==> config.mk <==
export PLATFORM = sky130hd
export DESIGN_NAME = ufm_read
export DESIGN_NICKNAME = d
export VERILOG_FILES = /design/src/rtl/ufm_read.sv
export SDC_FILE = /design/constraint.sdc
export NUM_CORES = 1
export LEC_CHECK = 0
export ABC_AREA = 1
export BUFFER_PORTS_ARGS = -buffer_cell sky130_fd_sc_hd__buf_2
export CORE_MARGIN = 2
export CORE_UTILIZATION = 45
export DETAILED_ROUTE_END_ITERATION = 10
export HOLD_SLACK_MARGIN = 0.06
export PLACE_DENSITY = 0.74
export SETUP_SLACK_MARGIN = 0.1
export SLEW_MARGIN = 10
export SYNTH_ARGS = -nofsm -noshare
export SYNTH_HDL_FRONTEND = slang
export SYNTH_SLANG_ARGS = --single-unit
==> constraint.sdc <==
create_clock -name clk -period 1.32 [get_ports clk]
set_input_delay 0 -clock clk [delete_from_list [all_inputs] [get_ports clk]]
set_output_delay 0 -clock clk [all_outputs]
set_load 0.005 [all_outputs]
==> src/rtl/ufm_read.sv <==
// Loads six configuration words from the UFM over Avalon-MM and unpacks them
// into 22 program bytes. Each read is issued, acknowledged, and then waited on with a timeout.
module ufm_read #(
    parameter int TIMEOUT_CYCLES = 255
) (
    input  logic        clk,
    input  logic        reset,
    input  logic        start,
    output logic        ufmread,
    output logic [15:0] read_addr,
    input  logic        waitrequest,
    input  logic        readdatavalid,
    input  logic [31:0] readdata,
    output logic [7:0]  program_data [0:21],
    output logic        busy,
    output logic        loaddone,
    output logic        loaderror,
    output logic        blank
);

    typedef enum logic [2:0] {
        S_IDLE,
        S_REQ,
        S_WAIT,
        S_DONE,
        S_ERROR
    } state_t;

    localparam logic [7:0] CNT_LAST = 8'(TIMEOUT_CYCLES - 1);

    state_t      state_reg;
    logic [2:0]  idx_reg;
    logic [7:0]  cnt_reg;
    logic        ufmread_reg;
    logic [15:0] read_addr_reg;
    logic        busy_reg;
    logic        loaddone_reg;
    logic        loaderror_reg;
    logic        blank_reg;
    logic        capture;

    assign capture   = (state_reg == S_WAIT) && readdatavalid;
    assign ufmread   = ufmread_reg;
    assign read_addr = read_addr_reg;
    assign busy      = busy_reg;
    assign loaddone  = loaddone_reg;
    assign loaderror = loaderror_reg;
    assign blank     = blank_reg;

    // Word index that feeds byte b (same layout the UFM writer uses).
    function automatic int byte_word(input int b);
        if (b == 0 || b == 1 || b == 21) return 0;
        if (b <= 4) return 1;
        return 2 + (b - 5) / 4;
    endfunction

    // Byte lane within that word.
    function automatic int byte_lane(input int b);
        if (b == 21) return 3;
        if (b <= 1) return b;
        if (b <= 4) return b - 2;
        return (b - 5) % 4;
    endfunction

    generate
        for (genvar gi = 0; gi < 22; gi++) begin : g_byte
            localparam logic [2:0] WORD = 3'(byte_word(gi));
            localparam int         LANE = byte_lane(gi);
            logic [7:0] byte_reg;

            always_ff @(posedge clk) begin
                if (reset) begin
                    byte_reg <= 8'h00;
                end else if (capture && idx_reg == WORD) begin
                    byte_reg <= readdata[8*LANE +: 8];
                end
            end

            assign program_data[gi] = byte_reg;
        end
    endgenerate

    always_ff @(posedge clk) begin
        if (reset) begin
            state_reg     <= S_IDLE;
            idx_reg       <= 3'd0;
            cnt_reg       <= 8'd0;
            ufmread_reg   <= 1'b0;
            read_addr_reg <= 16'd0;
            busy_reg      <= 1'b0;
            loaddone_reg  <= 1'b0;
            loaderror_reg <= 1'b0;
            blank_reg     <= 1'b0;
        end else begin
            case (state_reg)
                S_IDLE, S_DONE, S_ERROR: begin
                    if (start) begin
                        state_reg     <= S_REQ;
                        idx_reg       <= 3'd0;
                        ufmread_reg   <= 1'b1;
                        read_addr_reg <= 16'd0;
                        busy_reg      <= 1'b1;
                        loaddone_reg  <= 1'b0;
                        loaderror_reg <= 1'b0;
                        blank_reg     <= 1'b0;
                    end
                end
                S_REQ: begin
                    if (!waitrequest) begin
                        state_reg   <= S_WAIT;
                        ufmread_reg <= 1'b0;
                        cnt_reg     <= 8'd0;
                    end
                end
                S_WAIT: begin
                    // A word arriving on the final timeout cycle is still taken.
                    if (readdatavalid) begin
                        if (idx_reg == 3'd0 && readdata == 32'hFFFF_FFFF) begin
                            blank_reg <= 1'b1;
                        end
                        if (idx_reg == 3'd5) begin
                            state_reg    <= S_DONE;
                            busy_reg     <= 1'b0;
                            loaddone_reg <= 1'b1;
                        end else begin
                            state_reg     <= S_REQ;
                            idx_reg       <= idx_reg + 3'd1;
                            ufmread_reg   <= 1'b1;
                            read_addr_reg <= {13'b0, idx_reg + 3'd1};
                        end
                    end else if (cnt_reg == CNT_LAST) begin
                        state_reg     <= S_ERROR;
                        busy_reg      <= 1'b0;
                        loaderror_reg <= 1'b1;
                    end else begin
                        cnt_reg <= cnt_reg + 8'd1;
                    end
                end
                default: state_reg <= S_IDLE;
            endcase
        end
    end

endmodule

Yosys cells after proc, flatten, opt, wreduce, memory -nomap -nowiden
Index checks and enable logic that the tools add are counted.
Storage, ports and cells
  flip-flop bits (word level): 211
  input port bits: 37
  logic and storage cells: 114
Cells by class
  $add $sub $neg: 2
  equal/unequal tests: 22
  multiplexer cells: 37
  reduce and logical (&&, ||, !) cells: 22
Operators by type and width (count)
  $mux W16: 3
  $eq A32 B32 Y1 const B: 1
  $pmux W16 S2: 1
  $mux W8: 3
  $reduce_and A4 Y1: 6
  $mux W3: 7
  $pmux W8 S2: 1
  $mux W1: 14
  $eq A3 B2 Y1 const B: 4
  $ne A2 B2 Y1 const B: 6
  $eq A3 B3 Y1 const B: 3
  $pmux W3 S3: 1
  $add A8 B1 Y8 const B: 1
  $eq A8 B8 Y1 const B: 1
  $logic_and A1 B1 Y1: 8
  $pmux W1 S2: 4
  $eq A3 B1 Y1 const B: 2
  $logic_not A3 Y1: 2
  $ne A2 B1 Y1 const B: 3
  $ne A3 B2 Y1 const B: 2
  $pmux W3 S2: 1
  $reduce_and A5 Y1: 1
  $reduce_bool A2 Y1: 2
  $add A3 B1 Y3 const B: 1
  5 further kinds: 5

Logic depth before layout (Yosys ltp)
Gate-level depths: netlist of the first run.
  word-level depth: 5
  depth in mapped cells: 11

Worst setup path before layout of the first run
Ideal clock, no wire load.
  kind: register to register
  start point: register read_addr[2] (netlist name)
  end point: register g_byte[10].byte_reg[0]
  arrival time: 1389 ps
  data required time: 1250 ps
  slack: -140 ps
  stages on the path, launching flop included: 7
  buffers on the path: 2
  cells stage by stage: dfxtp_1 -> inv_1 -> ha_1 -> clkbuf_1 -> clkbuf_1 -> nand3_1 -> a21oi_1
RTL lines
  end signal: assignment: RTL line 75  | byte_reg <= readdata[8*LANE +: 8];
  end: declaration: RTL line 69  | logic [7:0] byte_reg;

Worst setup path in the final report of the first run
  start point: register state_reg[0]
  end point: register cnt_reg[0]
Between the ends
  cells in the longest elaborated chain, start to end: 3
RTL lines
  start: declaration: RTL line 31  | state_t state_reg;
  start signal: assignment: RTL line 85  | state_reg <= S_IDLE;
  start signal: assignment: RTL line 98  | state_reg <= S_REQ;
  start signal: assignment: RTL line 110  | state_reg <= S_WAIT;
  $eq A3 B2 Y1 / $eq A3 B1 Y1 (equally long branches): RTL line 95  | case (state_reg)
  $ne A2 B2 Y1 (no line) / $reduce_bool A2 Y1 (equally long branches)
  $reduce_and A4 Y1 (no line)
  end signal: assignment: RTL line 136  | cnt_reg <= cnt_reg + 8'd1;
  end: declaration: RTL line 33  | logic [7:0] cnt_reg;
Parallel ways exist; a longest one is shown, timed or not.
A chain may end at the register's enable or synchronous reset.

==> flow_metrics.tcl, run 1 <==
set metrics [dict create \
    syn_area_per_cell_um2 7.62 \
    fin_skew_ps 12.5 \
    die_area_um2 17700 \
    drive_above_1_share 0.445 \
    h-tree-depth 4 \
    antenna_left 0 \
    largest_reg_flops 176 \
    synth_edf_count 0 \
    path_class "flip-flop to flip-flop" \
    yosysTopAreaCell "dfxtp_1" \
    io_buffers 220 \
    violations "negative setup slack" \
    gp_congestion 0.843 \
    dpl_cell_area_um2 9260 \
    hold_viol_final 0 \
    post-route-period-util 1.18 \
    first_pass_iters 5 \
    synth_seq_cells 195 \
    status "finished with violations" \
    fin_ws_ps -236 \
    core-area_um2 16500 \
    drc 0 \
    ys_top_cells_by_count "319 x nor2_1, 195 x dfxtp_1, 122 x o21ai_0" \
    fin_area_um2 11900 \
    setup-violations-final 195 \
    crit_fanout 5 \
    worst_slew_pin_slew_ps 642 \
    drt_iter0_drc 646 \
    maxCapViolCount 0 \
    fmax_mhz 643 \
    rsz0062_at_grt "true" \
    required_ps 1700 \
    critPathCaptureType "flip-flop" \
    synth_flop_cell "dfxtp_1" \
    async_reset_ff_frac 0 \
    syn_inst 986 \
    yosysSeqAreaShare 0.520 \
    p_per_area_nw_per_um2 1290 \
    fin_cells 1547 \
    timing.final.max_slew_violations 0 \
    slew_headroom 0.572 \
    power_leakage_nw 5.17 \
    grt_overflow 0 \
    vias 8284 \
    worstHoldPathType "input port to flip-flop" \
    fin_nets 1358 \
    cts_tree "done" \
    ff2ff_setup_slack_ps -240 \
    hold-worst-slack_ps 154 \
    num_rows 47 \
    ys_warn_count 0 \
    grt_first_pass_wirelength_um 39000 \
    topRoutingLayerUsed "met4" \
    drt_wl_total_um 28900 \
    diodes 0 \
    cts_inserted_buffers 17 \
    met1Wirelength_um 11300 \
    ioPinCount 234 \
    area_growth_pct 58.5 \
    synth_most_common_cell "nor2_1" \
    dp.cells 1441 \
    grt.total_usage 0.283 \
    grt_max_degree 55 \
    irDropWorstVdd_mv 1.03 \
    place_ws_ps -143 \
    fin_util 0.723 \
    clk_latency_ps 450 \
    root_buffer "clkbuf_16" \
    initial_utilization 0.456 \
    routedWlPerCell_um 18.7 \
    cts_sinks 195 \
    antenna_found_initial 0 \
    netlist_area_um2 7510 \
    cp-start-kind "flip-flop" \
    grt_pass1_vias 7062 \
    place_hpwl_um 16700 \
    synth_area_leaders "dfxtp_1 52%, nor2_1 16%, o21ai_0 8.1%, nand2_1 5.2%, a21oi_1 3.3%" \
    avgViaCountPerCell 5.35 \
    clk_pin_slew_ps 80 \
    ys_types 28 \
    met3_length_um 2210 \
    synth.top_cell.area_share 0.520 \
    wl_met2_um 14600 \
    fp.dieW_um 133 \
    clockBufferDepth 2 \
    die_h_um 133 \
    worstPathArrival_ps 1940 \
    final.min_clock_period_ps 1560 \
]
metrics by stage:
step / total power [mW] / setup TNS [ps]
global placement: 8.61 / -4940
finish: 15.3 / -18200
detailed placement: 8.66 / -12810
floorplan: 7.72 / 0
CTS: 14.1 / -8920
global route: 15.9 / -30520
worst paths after layout:
kind,startpoint,endpoint,depth (start not counted)
max,state_reg[0]$_SDFFE_PP0P_,cnt_reg[0]$_SDFFE_PP0P_,11
min,readdatavalid,g_byte[19].byte_reg[1]$_SDFFE_PP0P_,5
max reg2reg,state_reg[0]$_SDFFE_PP0P_,cnt_reg[0]$_SDFFE_PP0P_,11
min reg2reg,g_byte[12].byte_reg[4]$_SDFFE_PP0P_,g_byte[12].byte_reg[4]$_SDFFE_PP0P_,2
power breakdown:
| group | internal, mW | switching (mW) |
|---|---|---|
| Combinational | 1.75 | 2.22 |
| Sequential | 6.13 | 0.170 |
| Clock | 2.56 | 2.51 |
cell usage in the layout, fill, tap and decap left out, types with 25 or more instances in the layout:
| cell type | instances |
|---|---|
| nor2_1 | 259 |
| buf_2 | 220 |
| dfxtp_1 | 187 |
| o21ai_1 | 91 |
| nand2_1 | 65 |
| buf_4 | 48 |
| o21ai_2 | 37 |
| dlygate4sd3_1 | 36 |
| nor2_2 | 33 |
| nor2_4 | 29 |
| buf_6 | 29 |
| nand2_2 | 27 |
| clkbuf_16 | 26 |
| a21oi_1 | 25 |
| a21oi_2 | 25 |
| nand3_1 | 25 |
critical path, cell delays in order, from the launching register on:
cell and delay (ps):
dfxtp_2 360, inv_4 50, buf_6 110, buf_6 120, nor2_4 150, nand2_4 110
nand2_8 90, buf_6 110, nand3_4 120, nand2_1 110, nand2_1 70, nor2_1 100
layout make-up:
class | instances | area, um^2
multi-input combinational | 705 | 4110
clock inverter | 14 | 129
fill | 1187 | 4560
timing repair buffer | 368 | 2860
inverter | 27 | 164
tap | 220 | 275
sequential | 195 | 3920
clock buffer | 18 | 439
repair_timing:
item	CTS	global route
setup buffers	12	11
gates resized for setup	116	254
hold buffers	36	0
endpoints found under the setup margin	195	195
hold endpoints to repair	187	0
gates cloned	6	12
pin swaps	31	61
kinds of logic after synthesis:
logic type / after synthesis / synth area share
flip-flops: 195 / 0.520
adder cells (fa/ha/maj): 7 / 0.0117
buffers and inverters: 99 / 0.0698
AO/OA/AOI/OAI: 198 / 0.132
XOR/XNOR: 3 / 0.00350
other: 1 / 0.000499
AND/OR/NAND/NOR: 483 / 0.262
layer usage:
layer	vias up	track usage
li1	3837	-
met1	3945	0.366
met2	431	0.476
met3	71	0.0544
met4	0	0.0946
met5	-	0
(Power assumes the default switching activity.)
==> inputs of run 2 (changes only) <==
- RECOVER_POWER: unset -> 25
==> run 2 against run 1 <==
Against the previous run: die area did not move; routed wire length shrank 0.33%; non-clock buffer count unchanged; the flow still finishes with violations (negative setup slack); clock power is essentially flat; combinational power is essentially flat; sequential power barely moved; critical endpoint unchanged; final cell count stayed put; clock-buffer cell count unchanged; flip-flop and latch count stayed put.
==> flow_metrics.tcl, run 2 (synthesis results as in run 1) <==
set metrics [dict create \
    slowest_stage "dfxtp_2" \
    clk_latency_ps 440 \
    largest_reg_flops 176 \
    num_rows 47 \
    final.min_clock_period_ps 1560 \
    p_switching_mw 4.90 \
    reg2reg_from "state_reg[0]$_SDFFE_PP0P_" \
    final_common_cell "nor2_1" \
    fillers 1204 \
    cts_sinks 195 \
    p_per_area_nw_per_um2 1290 \
    area_growth_pct 58.2 \
    ioPinCount 234 \
    fmax_mhz 642 \
    seq_power_share 0.411 \
    fin_ws_ps -237 \
    met3_length_um 2100 \
    grt_pass1_vias 7062 \
    grt.total_usage 0.283 \
    grt_max_degree 55 \
    cp-start-kind "flip-flop" \
    first_pass_iters 5 \
    die_area_um2 17700 \
    clockBufferDepth 2 \
    timing.final.max_slew_violations 0 \
    holdPathStages 5 \
    dpl_cell_area_um2 9260 \
    h-tree-depth 4 \
    multi_input_area_um2 4110 \
    drive_above_1_share 0.429 \
    critPathCaptureType "flip-flop" \
    required_ps 1700 \
    switching_share 0.319 \
    max_stage_delay_ps 360 \
    drc 0 \
    avgViaCountPerCell 5.32 \
    clkPwrFrac 0.331 \
    status "finished with violations" \
    topRoutingLayerUsed "met4" \
    cts_inserted_buffers 17 \
    hold_viol_final 0 \
    clk_pin_slew_ps 80 \
    critPathBufInv 4 \
    wl_met2_um 14500 \
    r2r_end "cnt_reg[0]$_SDFFE_PP0P_" \
    worstPathArrival_ps 1940 \
    met1Wirelength_um 11400 \
    io_buffers 220 \
    post-route-period-util 1.18 \
    cpMostUsedCell "buf_6" \
    die_h_um 133 \
    final_cell_mix "259 x nor2_1, 198 x buf_2, 187 x dfxtp_1" \
    fin_nets 1358 \
    fin_cells 1547 \
    worstHoldPathType "input port to flip-flop" \
    r2r_cells 11 \
    maxCapViolCount 0 \
    slew_headroom 0.574 \
    crit_fanout 5 \
    drt_wl_total_um 28800 \
    setup-violations-final 195 \
    worst_slew_pin_slew_ps 639 \
    vias 8235 \
    diodes 0 \
    fin_area_um2 11900 \
    power_leakage_nw 5.07 \
    gp_congestion 0.843 \
    crit_family "simple AND/OR/NAND/NOR gates" \
    antenna_found_initial 0 \
    ff2ff_setup_slack_ps -240 \
    irDropWorstVdd_mv 1.03 \
    grt_first_pass_wirelength_um 39000 \
    antenna_left 0 \
    initial_utilization 0.456 \
    core-area_um2 16500 \
    grt_overflow 0 \
    crit_chain "inv_4 -> buf_6 -> buf_6 -> nor2_4 -> nand2_4 -> nand2_8 -> buf_6 -> nand3_4 -> nand2_1 -> nand2_1 -> nor2_1" \
    holdPathEnd "g_byte[19].byte_reg[1]$_SDFFE_PP0P_" \
    fp.dieW_um 133 \
    root_buffer "clkbuf_16" \
    routedWlPerCell_um 18.6 \
    place_hpwl_um 16700 \
    rsz0062_at_grt "true" \
    path_class "flip-flop to flip-flop" \
    comb_power_share 0.258 \
    p_total_mw 15.3 \
    fin_skew_ps 12.6 \
    hp-start "readdatavalid" \
    cts_tree "done" \
    drt_iter0_drc 670 \
    seq_area_um2 3920 \
    dp.cells 1441 \
    violations "negative setup slack" \
    cellInternalPower_mw 10.4 \
]
==> run 2: cell type report <==
type,instances,area share
inverter,27,0.0138
tap,220,0.0232
clock inverter,14,0.0108
timing repair buffer,368,0.239
multi-input combinational,705,0.346
sequential,195,0.330
clock buffer,18,0.0370
==> run 2: repair_timing <==
action                                  in CTS  in global routing
gates cloned                                 6                 12
hold endpoints to repair                   187                  0
pin swaps                                   31                 61
endpoints found under the setup margin     195                195
hold buffers                                36                  0
resized for setup                          116                254
setup buffers                               12                 11
==> run 2: power by group through the flow <==
stage / registers [mW] / clock network (mW) / logic [mW]
after floorplan: 6.42 / 0 / 1.29
after global placement: 6.40 / 0 / 2.22
after detailed placement: 6.41 / 0 / 2.25
after CTS: 6.28 / 5.08 / 2.75
after global routing: 6.33 / 5.35 / 4.18
final: 6.31 / 5.07 / 3.96
==> run 2: per-stage QoR <==
| step | utilization | TNS, ps | setup WS [ps] | hold WS (ps) |
|---|---|---|---|---|
| 2_1_floorplan | - | 0 | 31.5 | 146 |
| 3_3_place_gp | 0.563 | -4940 | -86.9 | 313 |
| 3_5_place_dp | 0.563 | -12810 | -143 | 321 |
| 4_1_cts | 0.654 | -8920 | -113 | 104 |
| 5_1_grt | 0.721 | -30520 | -296 | 168 |
| 6_report | 0.721 | -18050 | -237 | 156 |
==> run 2: worst min-delay path, stage by stage <==
cell and delay, ps:
buf_2 140, nand2_4 150, buf_6 150, o21ai_2 60, nor2_1 70
==> run 2: worst max-delay path by stage <==
| stage | start | to | slack [ps] | depth (start not counted) |
|---|---|---|---|---|
| 2_1_floorplan | state_reg[2]$_SDFFE_PP0P_ | g_byte[13].byte_reg[0]$_SDFFE_PP0P_ | 30 | 8 |
| 3_3_place_gp | state_reg[0]$_SDFFE_PP0P_ | g_byte[2].byte_reg[7]$_SDFFE_PP0P_ | -90 | 7 |
| 3_5_place_dp | state_reg[0]$_SDFFE_PP0P_ | blank$_SDFFE_PP0P_ | -140 | 8 |
| 4_1_cts | state_reg[2]$_SDFFE_PP0P_ | g_byte[15].byte_reg[6]$_SDFFE_PP0P_ | -110 | 10 |
| 5_1_grt | state_reg[2]$_SDFFE_PP0P_ | g_byte[15].byte_reg[2]$_SDFFE_PP0P_ | -300 | 9 |
| 6_report | state_reg[0]$_SDFFE_PP0P_ | cnt_reg[0]$_SDFFE_PP0P_ | -240 | 11 |
==> run 2: routing by layer <==
layer | up-vias | track usage
li1 | 3841 | -
met1 | 3914 | 0.366
met2 | 410 | 0.476
met3 | 70 | 0.0544
met4 | 0 | 0.0946
met5 | - | 0
==> inputs of run 3 (changes only) <==
- CORE_ASPECT_RATIO: unset -> 0.7
- CORE_MARGIN: 2 -> 1
==> run 3 against run 2 <==
Against the previous run: register-to-register slack better by 100 ps; power is 1.8% higher; the flow still finishes with violations (negative setup slack); final cell count grew 0.26%; clock-buffer cell count stayed put; critical path type unchanged; core utilization fell by 3.0 points; global-route usage grew 1.0 points; critical endpoint is now g_byte[19].byte_reg[7]$_SDFFE_PP0P_; routed wire length is 5.9% lower.
==> flow_metrics.tcl, run 3 (synthesis results as in run 1) <==
set metrics [dict create \
    status "finished with violations" \
    violations "negative setup slack" \
    slew_headroom 0.662 \
    clkPwrFrac 0.374 \
    final.min_clock_period_ps 1460 \
    cts_inserted_buffers 17 \
    worstHoldPathType "input port to flip-flop" \
    hold_viol_final 0 \
    grt.total_usage 0.293 \
    place_hpwl_um 17200 \
    post-route-period-util 1.10 \
    h-tree-depth 4 \
    required_ps 1680 \
    crit_fanout 7 \
    gp_congestion 0.864 \
    maxCapViolCount 0 \
    worstPathArrival_ps 1820 \
    drt_iter0_drc 721 \
    p_switching_mw 4.51 \
    fin_area_um2 11300 \
    cts_sinks 195 \
    first_pass_iters 7 \
    clockBufferDepth 2 \
    max_stage_delay_ps 360 \
    grt_max_degree 44 \
    cts_tree "done" \
    irDropWorstVdd_mv 1.06 \
    num_rows 39 \
    die_area_um2 17200 \
    fillers 1330 \
    slowest_stage "dfxtp_4" \
    drive_above_1_share 0.347 \
    crit_family "simple AND/OR/NAND/NOR gates" \
    cp-start-kind "flip-flop" \
    power_leakage_nw 4.92 \
    clk_latency_ps 430 \
    setup-violations-final 186 \
    core-area_um2 16300 \
    drc 0 \
    fin_nets 1356 \
    fin_ws_ps -137 \
    antenna_found_initial 0 \
    comb_power_share 0.223 \
    vias 8100 \
    clk_pin_slew_ps 70 \
    fin_skew_ps 11.3 \
    crit_chain "inv_4 -> ha_4 -> nand2_4 -> nor2_4 -> nand2_8 -> clkinv_8 -> clkbuf_16 -> nor2_2 -> nor2_1" \
    setup-tns-final_ps -11100 \
    area_growth_pct 50.2 \
    switching_share 0.289 \
    cellInternalPower_mw 11.1 \
    path_class "flip-flop to flip-flop" \
    io_buffers 220 \
    largest_reg_flops 176 \
    timing.final.max_slew_violations 0 \
    drt_wl_total_um 27100 \
    fin_util 0.692 \
    die_h_um 110 \
    worst_slew_pin_slew_ps 508 \
    place_ws_ps -232 \
    p_per_area_nw_per_um2 1380 \
    grt_first_pass_wirelength_um 38400 \
    final_common_cell "nor2_1" \
    fp.dieW_um 156 \
    final_cell_mix "300 x nor2_1, 193 x buf_2, 187 x dfxtp_1" \
    critPathCaptureType "flip-flop" \
    avgViaCountPerCell 5.22 \
    p_total_mw 15.6 \
    critPathBufInv 3 \
    antenna_left 0 \
    grt_pass1_vias 7250 \
    rsz0062_at_grt "true" \
    seq_power_share 0.403 \
    routedWlPerCell_um 17.5 \
    root_buffer "clkbuf_16" \
    grt_overflow 0 \
    dpl_cell_area_um2 9370 \
    ioPinCount 234 \
    fmax_mhz 686 \
    initial_utilization 0.461 \
]
==> run 3: through the flow <==
step | hold slack (ps) | instances
finish | 95.2 | 1551
global route | 98.7 | 1550
CTS | 69.3 | 1537
detailed placement | 321 | 1456
global placement | 304 | 1456
floorplan | 146 | 998
==> run 3: power groups by stage <==
stage / sequential, mW / clock (mW) / combinational (mW)
after CTS: 6.29 / 5.86 / 3.00
after detailed placement: 6.41 / 0 / 2.32
after global placement: 6.40 / 0 / 2.27
after floorplan: 6.42 / 0 / 1.29
final: 6.30 / 5.83 / 3.48
after global routing: 6.32 / 6.11 / 3.77
==> run 3: what timing repair did <==
item,in CTS,in global routing
hold buffers,35,0
resized for setup,89,78
endpoints found under the hold margin,177,0
pin swaps,31,31
endpoints found under the setup margin,194,195
setup buffers,12,4
gates cloned,2,9
==> run 3: per-layer routing <==
metal | global-route usage | vias up | share of wire
met2 | 0.470 | 411 | 0.44
li1 | - | 3819 | -
met3 | 0.0829 | 79 | 0.099
met5 | 0 | - | 0
met4 | 0.108 | 0 | 0.031
met1 | 0.377 | 3791 | 0.43
==> run 3: final cells by class <==
cell class | instances | area [um^2] | share of cell area
diodes | 1 | 2.50 | 0.000222
clock buffers | 18 | 439 | 0.0389
clock inverters | 14 | 223 | 0.0197
inverters | 27 | 154 | 0.0136
multi-input cells | 705 | 3620 | 0.321
flip-flops and latches | 195 | 3920 | 0.348
well taps | 225 | 282 | 0.0250
repair buffers | 366 | 2630 | 0.233
==> run 3: final timing paths <==
path,from,to,slack (ps),cells past startpoint
worst min-delay path,readdata[11],g_byte[10].byte_reg[3]$_SDFFE_PP0P_,100,4
worst max-delay path,read_addr[1]$_SDFFE_PP0P_,g_byte[19].byte_reg[7]$_SDFFE_PP0P_,-140,9
worst max register to register,read_addr[1]$_SDFFE_PP0P_,g_byte[19].byte_reg[7]$_SDFFE_PP0P_,-140,9
worst min register to register,g_byte[10].byte_reg[6]$_SDFFE_PP0P_,g_byte[10].byte_reg[6]$_SDFFE_PP0P_,460,2
==> run 3: tightest hold or removal path, delay by kind of cell <==
family / cells / cell delay (ps)
buffers and inverters: 2 / 330
AO/OA/AOI/OAI: 1 / 60
AND/OR/NAND/NOR: 1 / 80
